[src/rtl/stopwatch_pkg.sv]
// stopwatch_pkg
//   Shared definitions for the stopwatch datapath blocks:
//   - state_t : mode state encoding (EDIT=0, LOAD=1, PAUSE=2, RUN=3, EXPIRED=4)
//   - default digit / bit-per-digit counts
//   - bcd_max : value with every BCD digit set to 9
package stopwatch_pkg;

    typedef enum logic [2:0] {
        EDIT    = 3'd0,
        LOAD    = 3'd1,
        PAUSE   = 3'd2,
        RUN     = 3'd3,
        EXPIRED = 3'd4
    } state_t;

    localparam int unsigned DEFAULT_NUMBER_OF_DIGITS         = 4;
    localparam int unsigned DEFAULT_NUMBER_OF_BITS_PER_DIGIT = 4;

    // Builds the all-nines value digit by digit; callers truncate to their width.
    function automatic logic [63:0] bcd_max(input int unsigned digits,
                                            input int unsigned bits);
        logic [63:0] result;
        result = '0;
        for (int unsigned i = 0; i < digits; i++) begin
            result = (result << bits) | 64'd9;
        end
        return result;
    endfunction

endpackage

[src/rtl/tick_prescaler.sv]
// tick_prescaler
//   Divides the board clock down to the counter step rate.
//   Counts 0..DIVISOR-1 while run is high, holds its value while run is low,
//   and returns to 0 whenever clear is high (clear wins over run).
// Ports:
//   clk    in   board clock
//   rst_n  in   asynchronous active-low reset
//   run    in   advance the count this cycle
//   clear  in   force the count back to 0
//   tick   out  high for one cycle while at the terminal count and running
module tick_prescaler #(
    parameter int unsigned DIVISOR = 10
) (
    input  logic clk,
    input  logic rst_n,
    input  logic run,
    input  logic clear,
    output logic tick
);

    localparam int unsigned   CW   = $clog2(DIVISOR);
    localparam logic [CW-1:0] LAST = CW'(DIVISOR - 1);

    logic [CW-1:0] count;

    always_ff @(posedge clk or negedge rst_n) begin
        if (!rst_n) begin
            count <= '0;
        end else if (clear) begin
            count <= '0;
        end else if (run) begin
            count <= (count == LAST) ? '0 : count + CW'(1);
        end
    end

    assign tick = run && !clear && (count == LAST);

endmodule

[src/rtl/stopwatch_mode_controller.sv]
// stopwatch_mode_controller
//   Mode sequencer for the stopwatch datapath: edit / load / paused / running /
//   expired. Detects rising edges on the debounced buttons, paces counter steps
//   with a prescaler, and stops at 0 (counting down) or all-nines (counting up).
// Ports:
//   clk, rst_n       board clock, asynchronous active-low reset
//   start_stop       button level: run / pause
//   mode             button level: toggle edit side / run side
//   clear            button level: clear the counter
//   dir              1 = count up, 0 = count down
//   set_value        editor value (loaded by the counter itself on count_load)
//   count_value      counter's current value, used for the limit check
//   set_en           editor key handling enable
//   count_en         one-cycle step pulse
//   count_up         registered direction
//   count_load       one-cycle load pulse
//   count_clear      one-cycle clear pulse
//   display_sel      0 = editor value, 1 = counter value
//   expired          high while in EXPIRED
//   state            encoded current state
module stopwatch_mode_controller
    import stopwatch_pkg::*;
#(
    parameter int unsigned NUMBER_OF_DIGITS            = DEFAULT_NUMBER_OF_DIGITS,
    parameter int unsigned NUMBER_OF_BITS_PER_DIGIT    = DEFAULT_NUMBER_OF_BITS_PER_DIGIT,
    parameter int unsigned BOARD_CLOCK_FREQUENCY_IN_HZ = 100_000_000,
    parameter int unsigned TICK_FREQUENCY_IN_HZ        = 100
) (
    input  logic                                                   clk,
    input  logic                                                   rst_n,
    input  logic                                                   start_stop,
    input  logic                                                   mode,
    input  logic                                                   clear,
    input  logic                                                   dir,
    input  logic [NUMBER_OF_DIGITS*NUMBER_OF_BITS_PER_DIGIT-1:0] set_value,
    input  logic [NUMBER_OF_DIGITS*NUMBER_OF_BITS_PER_DIGIT-1:0] count_value,
    output logic                                                   set_en,
    output logic                                                   count_en,
    output logic                                                   count_up,
    output logic                                                   count_load,
    output logic                                                   count_clear,
    output logic                                                   display_sel,
    output logic                                                   expired,
    output logic [2:0]                                             state
);

    localparam int unsigned  W       = NUMBER_OF_DIGITS * NUMBER_OF_BITS_PER_DIGIT;
    localparam int unsigned  DIVISOR = BOARD_CLOCK_FREQUENCY_IN_HZ / TICK_FREQUENCY_IN_HZ;
    localparam logic [W-1:0] BCD_MAX = W'(bcd_max(NUMBER_OF_DIGITS, NUMBER_OF_BITS_PER_DIGIT));

    // set_value goes straight to the counter; the controller only sequences the load.
    logic unused_set_value;
    assign unused_set_value = ^set_value;

    state_t cur_state, next_state;

    logic start_stop_prev, mode_prev, clear_prev;
    logic start_stop_edge, mode_edge, clear_edge;
    logic clear_win, mode_win, start_stop_win;
    logic tick, at_limit, prescale_clear;
    logic en_next, clear_next;
    logic [W-1:0] limit;

    assign start_stop_edge = start_stop & ~start_stop_prev;
    assign mode_edge       = mode & ~mode_prev;
    assign clear_edge      = clear & ~clear_prev;

    // Only the highest-priority edge of a cycle is acted on.
    assign clear_win      = clear_edge;
    assign mode_win       = mode_edge & ~clear_edge;
    assign start_stop_win = start_stop_edge & ~mode_edge & ~clear_edge;

    // Limit follows the registered direction, i.e. what the counter is told.
    assign limit    = count_up ? BCD_MAX : '0;
    assign at_limit = (count_value == limit);

    assign prescale_clear = clear_edge || (cur_state == EDIT) || (cur_state == LOAD);

    tick_prescaler #(
        .DIVISOR (DIVISOR)
    ) u_prescaler (
        .clk   (clk),
        .rst_n (rst_n),
        .run   (cur_state == RUN),
        .clear (prescale_clear),
        .tick  (tick)
    );

    always_comb begin
        next_state = cur_state;
        en_next    = 1'b0;
        clear_next = 1'b0;
        unique case (cur_state)
            EDIT: begin
                if (mode_win) next_state = LOAD;
            end
            LOAD: begin
                next_state = PAUSE;
            end
            PAUSE: begin
                if (clear_win)           clear_next = 1'b1;
                else if (mode_win)       next_state = EDIT;
                else if (start_stop_win) next_state = RUN;
            end
            RUN: begin
                if (clear_win) begin
                    // The clear also zeroes the prescaler, so a coincident tick is discarded.
                    clear_next = 1'b1;
                end else begin
                    if (start_stop_win) next_state = PAUSE;
                    if (tick) begin
                        if (!at_limit)           en_next    = 1'b1;
                        else if (!start_stop_win) next_state = EXPIRED;
                    end
                end
            end
            EXPIRED: begin
                if (clear_win) begin
                    clear_next = 1'b1;
                    next_state = PAUSE;
                end else if (mode_win) begin
                    next_state = EDIT;
                end else if (start_stop_win) begin
                    next_state = PAUSE;
                end
            end
            default: next_state = EDIT;
        endcase
    end

    // State-derived outputs are registered from next_state so they line up with state.
    always_ff @(posedge clk or negedge rst_n) begin
        if (!rst_n) begin
            cur_state       <= EDIT;
            start_stop_prev <= 1'b0;
            mode_prev       <= 1'b0;
            clear_prev      <= 1'b0;
            set_en          <= 1'b1;
            display_sel     <= 1'b0;
            expired         <= 1'b0;
            count_load      <= 1'b0;
            count_clear     <= 1'b0;
            count_en        <= 1'b0;
            count_up        <= 1'b0;
        end else begin
            cur_state       <= next_state;
            start_stop_prev <= start_stop;
            mode_prev       <= mode;
            clear_prev      <= clear;
            set_en          <= (next_state == EDIT);
            display_sel     <= (next_state == PAUSE) || (next_state == RUN) ||
                               (next_state == EXPIRED);
            expired         <= (next_state == EXPIRED);
            count_load      <= (next_state == LOAD);
            count_clear     <= clear_next;
            count_en        <= en_next;
            count_up        <= dir;
        end
    end

    assign state = cur_state;

endmodule

[config.mk]
export PLATFORM = sky130hd
export DESIGN_NAME = stopwatch_mode_controller
export DESIGN_NICKNAME = d
export VERILOG_FILES = /design/src/rtl/stopwatch_pkg.sv /design/src/rtl/tick_prescaler.sv /design/src/rtl/stopwatch_mode_controller.sv
export SDC_FILE = /design/constraint.sdc
export NUM_CORES = 1
export LEC_CHECK = 0
export CORE_UTILIZATION = 30
export DETAILED_ROUTE_END_ITERATION = 8
export RECOVER_POWER = 25
export SLEW_MARGIN = 30
export SYNTH_ARGS = -nofsm -noshare
export SYNTH_HDL_FRONTEND = slang
export SYNTH_SLANG_ARGS = --single-unit
[constraint.sdc]
create_clock -name clk -period 4.4 [get_ports clk]
set_clock_uncertainty 0.05 [all_clocks]
set_input_delay 0.44 -clock clk [delete_from_list [all_inputs] [get_ports clk]]
set_output_delay 0.44 -clock clk [all_outputs]
set_load 0.005 [all_outputs]
Yosys cells after proc, flatten, opt, wreduce, memory -nomap -nowiden
Index checks and enable logic that the tools add are counted.
- bits in registers: 33
- logic and storage cells: 67
- output and inout bits: 10
- muxes and demuxes: 22
- eq/ne operators: 10
- add/sub/neg operators: 1
- bitwise logic cells: 11
- reductions and logical operators: 11
- operators by type and width (cell ; count):
    20-bit 2-to-1 mux ; 3
    3-bit 2-to-1 mux ; 11
    20-bit by 1-bit adder with 20-bit output (second input constant) ; 1
    20-bit == test (second input constant) ; 1
    16-bit == test ; 1
    16-bit 2-to-1 mux ; 1
    3-bit one-hot mux with 5 select lines ; 1
    3-bit by 2-bit == test with 1-bit output (second input constant) ; 4
    1-bit AND ; 6
    3-bit by 1-bit == test with 1-bit output (second input constant) ; 2
    3-bit == test (second input constant) ; 2
    3-bit logical NOT ; 2
    1-bit 2-to-1 mux ; 6
    1-bit inverter ; 5
    1-bit logical OR ; 4
    3-bit OR reduction ; 1
    1-bit logical AND ; 2
    2-bit nonzero test ; 1
    1-bit logical NOT ; 1

Logic depth before layout (Yosys ltp)
- depth after elaboration: 14
- depth in mapped cells: 7
- mapped depth without buffers: 6

Modules after synthesis
From an unflattened synthesis, not the netlist that was laid out.
- cell total of the unflattened synthesis: 208
- area total of the unflattened synthesis: 1895.6 um2
- modules (own cells, without submodules) (module ; cells each ; area an instance (um2) ; instances ; seq. area each (um2)):
    tick_prescaler ; 138 ; 1179.9 ; 1 ; 500.5
    stopwatch_mode_controller ; 70 ; 715.7 ; 1 ; 326.6

Worst setup path before layout
No wires, ideal clock.
- path type: register -> register
- start: register u_prescaler.count[0]
- end: register u_prescaler.count[19]
- path buffers: 0
- slack: 2.425 ns
- stages on the path, launching flop included: 6
- arrival: 1.856 ns
- period minus slack after synthesis: 1.975 ns
- required time: 4.281 ns
- cell sequence: dfrtp_1 nand3_2 or4_4 or3_1 or3b_1 nand3_1
- word-level cells in the longest chain between the ends: 4
- RTL lines (element ; line ; text):
    start: declaration ; tick_prescaler.sv:24 ; logic [CW-1:0] count;
    start signal: assignment ; tick_prescaler.sv:32 ; count <= (count == LAST) ? '0 : count + CW'(1);
    20-bit by 1-bit adder with 20-bit output or 20-bit == test (tied branches) ; tick_prescaler.sv:32 ;
    20-bit 2-to-1 mux * ; tick_prescaler.sv:32 ;
    20-bit 2-to-1 mux * ; tick_prescaler.sv:31 ; end else if (run) begin
    20-bit 2-to-1 mux * ; tick_prescaler.sv:29 ; end else if (clear) begin
Every way passes the cells marked *; elsewhere a longest branch is shown, timed or not. The select of a mux whose other input is x is not followed.
A chain may end at the register's enable or synchronous reset.

Final worst setup path
- start: input clear
- end: register u_prescaler.count[18]
- word-level cells in the longest chain between the ends: 4
- RTL lines (element ; line ; text):
    start: declaration ; stopwatch_mode_controller.sv:33 ; input logic clear,
    1-bit AND * ; stopwatch_mode_controller.sv:66 ; assign clear_edge = clear & ~clear_prev;
    1-bit logical OR * (2 in a row) ; stopwatch_mode_controller.sv:77 ; assign prescale_clear = clear_edge || (cur_state == EDIT) || (cur_state == LOAD);
    20-bit 2-to-1 mux or 2-bit nonzero test (tied branches) ; n/a ;
Every way passes the cells marked *; elsewhere a longest branch is shown, timed or not.

==> flow_summary.json <==
{
  "largest_reg_flops": 20,
  "fp-row-count": 27,
  "syn_nets": 241,
  "clkPwrFrac_pct": 27.2,
  "stdcell_area_sq_um": 2250,
  "post_cts_buffers": 0,
  "ys_warn_count": 0,
  "die-area_sq_um": 6340,
  "clk_latency_ns": 0.28,
  "synth_edf_count": 0,
  "dpl.hpwl_mm": 2.98,
  "synth-seq-cells": 33,
  "critPathMaxFanout": 10,
  "seq_power_share_pct": 44.6,
  "synth.distinct_cells": 48,
  "yosysTopAreaCell": "dfrtp_1",
  "dp_slack_ns": 1.80,
  "start_util_pct": 32.0,
  "max_cap_viol_count": 1,
  "top_register": "u_prescaler.count",
  "hold_path_depth": 1,
  "ir_worst_vdd_mv": 0.227,
  "power.share.switching_pct": 34.2,
  "antennaDiodeCount": 0,
  "io_pins": 48,
  "slew_headroom_pct": -23.1,
  "period_share_pct": 54.6,
  "final_antenna_net_count": 0,
  "tns_ns": 0,
  "syn_to_final_growth_pct": 24.5,
  "syn_inst": 202,
  "core_sq_um": 5640,
  "dpl_cell_area_sq_um": 2170,
  "avgViaCountPerCell": 5.44,
  "synthTopCellsByArea": "dfrtp_1 (44%), nand3_1 (5.3%), nand2_1 (5.2%)",
  "synthFlopType": "dfrtp_1",
  "min_period_ns": 2.40,
  "cp-startpoint": "clear",
  "rsz0062_at_grt": "no",
  "clkTransAtPathRegs_ns": 0.07,
  "cts.sinks": 33,
  "ys_async_sr_fraction_pct": 100,
  "fmax_ghz": 0.416,
  "grt_max_degree": 34,
  "cts_resized": 0,
  "cts_tree": "done",
  "worst_pin_slew_ns": 1.85,
  "numCtsBuffers": 5,
  "nNetsFinal": 270,
  "crit-reg2reg-launch": "u_prescaler.count[0]",
  "synth_top_area_share_pct": 44.3,
  "wl_per_cell_microns": 14.1,
  "drv_slew": 34,
  "portBuffers": 31,
  "powerDensity_nw_per_um2": 363,
  "postSynthAreaPerCell_sq_um": 8.94,
  "crit_path_start_kind": "input pin",
  "cts_hold_buf": 0,
  "status": "finished with violations",
  "die_w_microns": 79.6,
  "holdCritStartpoint": "u_prescaler.count[16]",
  "grt-ovfl-total": 0,
  "whs_endpoint": "u_prescaler.count[16]",
  "h-tree-depth": 2,
  "critical_path_class": "input pin to register",
  "leakage_nw": 0.878,
  "vias": 1655,
  "place_congestion": 0.824,
  "finalHoldViolCount": 0,
  "violations": "capacitance limit, slew limit",
  "comb_power_share_pct": 28.2,
  "groute.usage.overall_pct": 15.6,
  "post-route-util_pct": 39.9,
  "first_pass_iters": 4,
  "nFillCells": 581,
  "p_sw_uw": 280,
  "reg2reg_slack_ns": 2.07,
  "die_h_microns": 79.6,
  "remaining_drc_errors": 0,
  "reg2reg_to": "u_prescaler.count[3]",
  "grt_pass1_wl_mm": 7.61,
  "clk_path_buf_depth": 2,
  "fin_ws_ns": 2.00,
  "routed_wirelength_mm": 4.27,
  "antenna_found_initial": 0,
  "hp-class": "register to register",
  "seq_area_frac_synth_pct": 45.8,
  "critical_path_required_ns": 4.57,
  "worstSetupEndpointType": "register",
  "netlist_area_sq_um": 1810,
  "cts_root_buffer": "clkbuf_8",
  "drt_iter0_markers": 109,
  "internal_power_uw": 537,
  "grt_pass1_vias": 1642,
  "arrival_ns": 2.57,
  "finalSetupViolCount": 0,
  "r2r_cells": 7,
  "drive_above_1_share_pct": 6.90
}
## critical path, stage by stage
cell and delay, ns:
dlygate4sd3_1 0.55, nand2b_1 0.26, nand3_1 0.39, a21oi_2 0.38, or3b_2 0.47, nand3_1 0.09
## synthesized netlist by cell type, drive strengths merged, types with 5 or more instances
cell,instances
nand4,7
nor3,5
a21oi,11
nand3,20
buf,5
dfrtp,32
nor4,13
nor2,10
nand2,25
clkbuf,6
inv,5
o21ai,10
## stage by stage
stage	hold WS, ns	std cells	total power, mW
after CTS	0.488	304	0.831
final	0.480	304	0.817
after global placement	0.464	296	0.600
after floorplan	0.0944	202	0.502
after global routing	0.503	304	0.880
after detailed placement	0.471	296	0.604
## cell families after synthesis
logic type	count (synthesis)	share of synthesized area, %
buf+inv	16	3.88
simple gates	105	31.9
flops	33	45.8
mux	1	0.554
compound gates	46	17.2
fa+ha+maj	1	0.692
## power by group through the flow
| stage | clock network (mW) | registers, mW | logic (mW) |
|---|---|---|---|
| detailed placement | 0 | 0.370 | 0.234 |
| global route | 0.249 | 0.369 | 0.262 |
| finish | 0.222 | 0.365 | 0.230 |
| floorplan | 0 | 0.353 | 0.149 |
| global placement | 0 | 0.369 | 0.231 |
| CTS | 0.231 | 0.364 | 0.237 |
## cell usage in the layout, fill, tap and decap left out, types with 2 or more instances in the layout
master,instances
or3_1,2
dlygate4sd3_1,5
clkdlybuf4s50_1,26
a21o_1,2
nand2b_1,4
nand2_1,25
clkbuf_8,5
and3_1,4
nor2_1,10
a21oi_1,10
nor4_1,12
o21a_1,2
dfrtp_1,32
o21bai_1,2
nand3b_1,4
nand3_1,19
nand4_1,6
o311ai_0,4
nor2b_1,4
o31ai_1,2
o211ai_1,2
nor3_1,5
clkinv_2,2
a31oi_1,3
o21ai_0,10
clkbuf_1,2
inv_1,5
## worst max path at each step
stage,to,slack (ns),cells past startpoint
after floorplan,u_prescaler.count[19],2.43,5
after global placement,u_prescaler.count[18],1.84,6
after detailed placement,u_prescaler.count[18],1.80,6
after CTS,u_prescaler.count[3],2.06,7
after global routing,u_prescaler.count[0],1.69,2
final,u_prescaler.count[18],2.00,6
## cell type report
type                            count  area [sq um]  area share [%]
Multi-Input combinational cell    153           910            40.4
Sequential cell                    33           827            36.8
Timing Repair Buffer               33           322            14.3
Tap cell                           72          90.1            4.00
Clock buffer                        6          72.6            3.23
Inverter                            5          18.8           0.834
Clock inverter                      2          10.0           0.445
## per-layer routing
layer | part of all wire, % | track usage (%)
met1 | 48 | 20.0
met2 | 47 | 25.1
met3 | 5.0 | 4.91
met4 | 0.44 | 3.82
met5 | 0 | 0
Power figures use the tool's default switching activity.
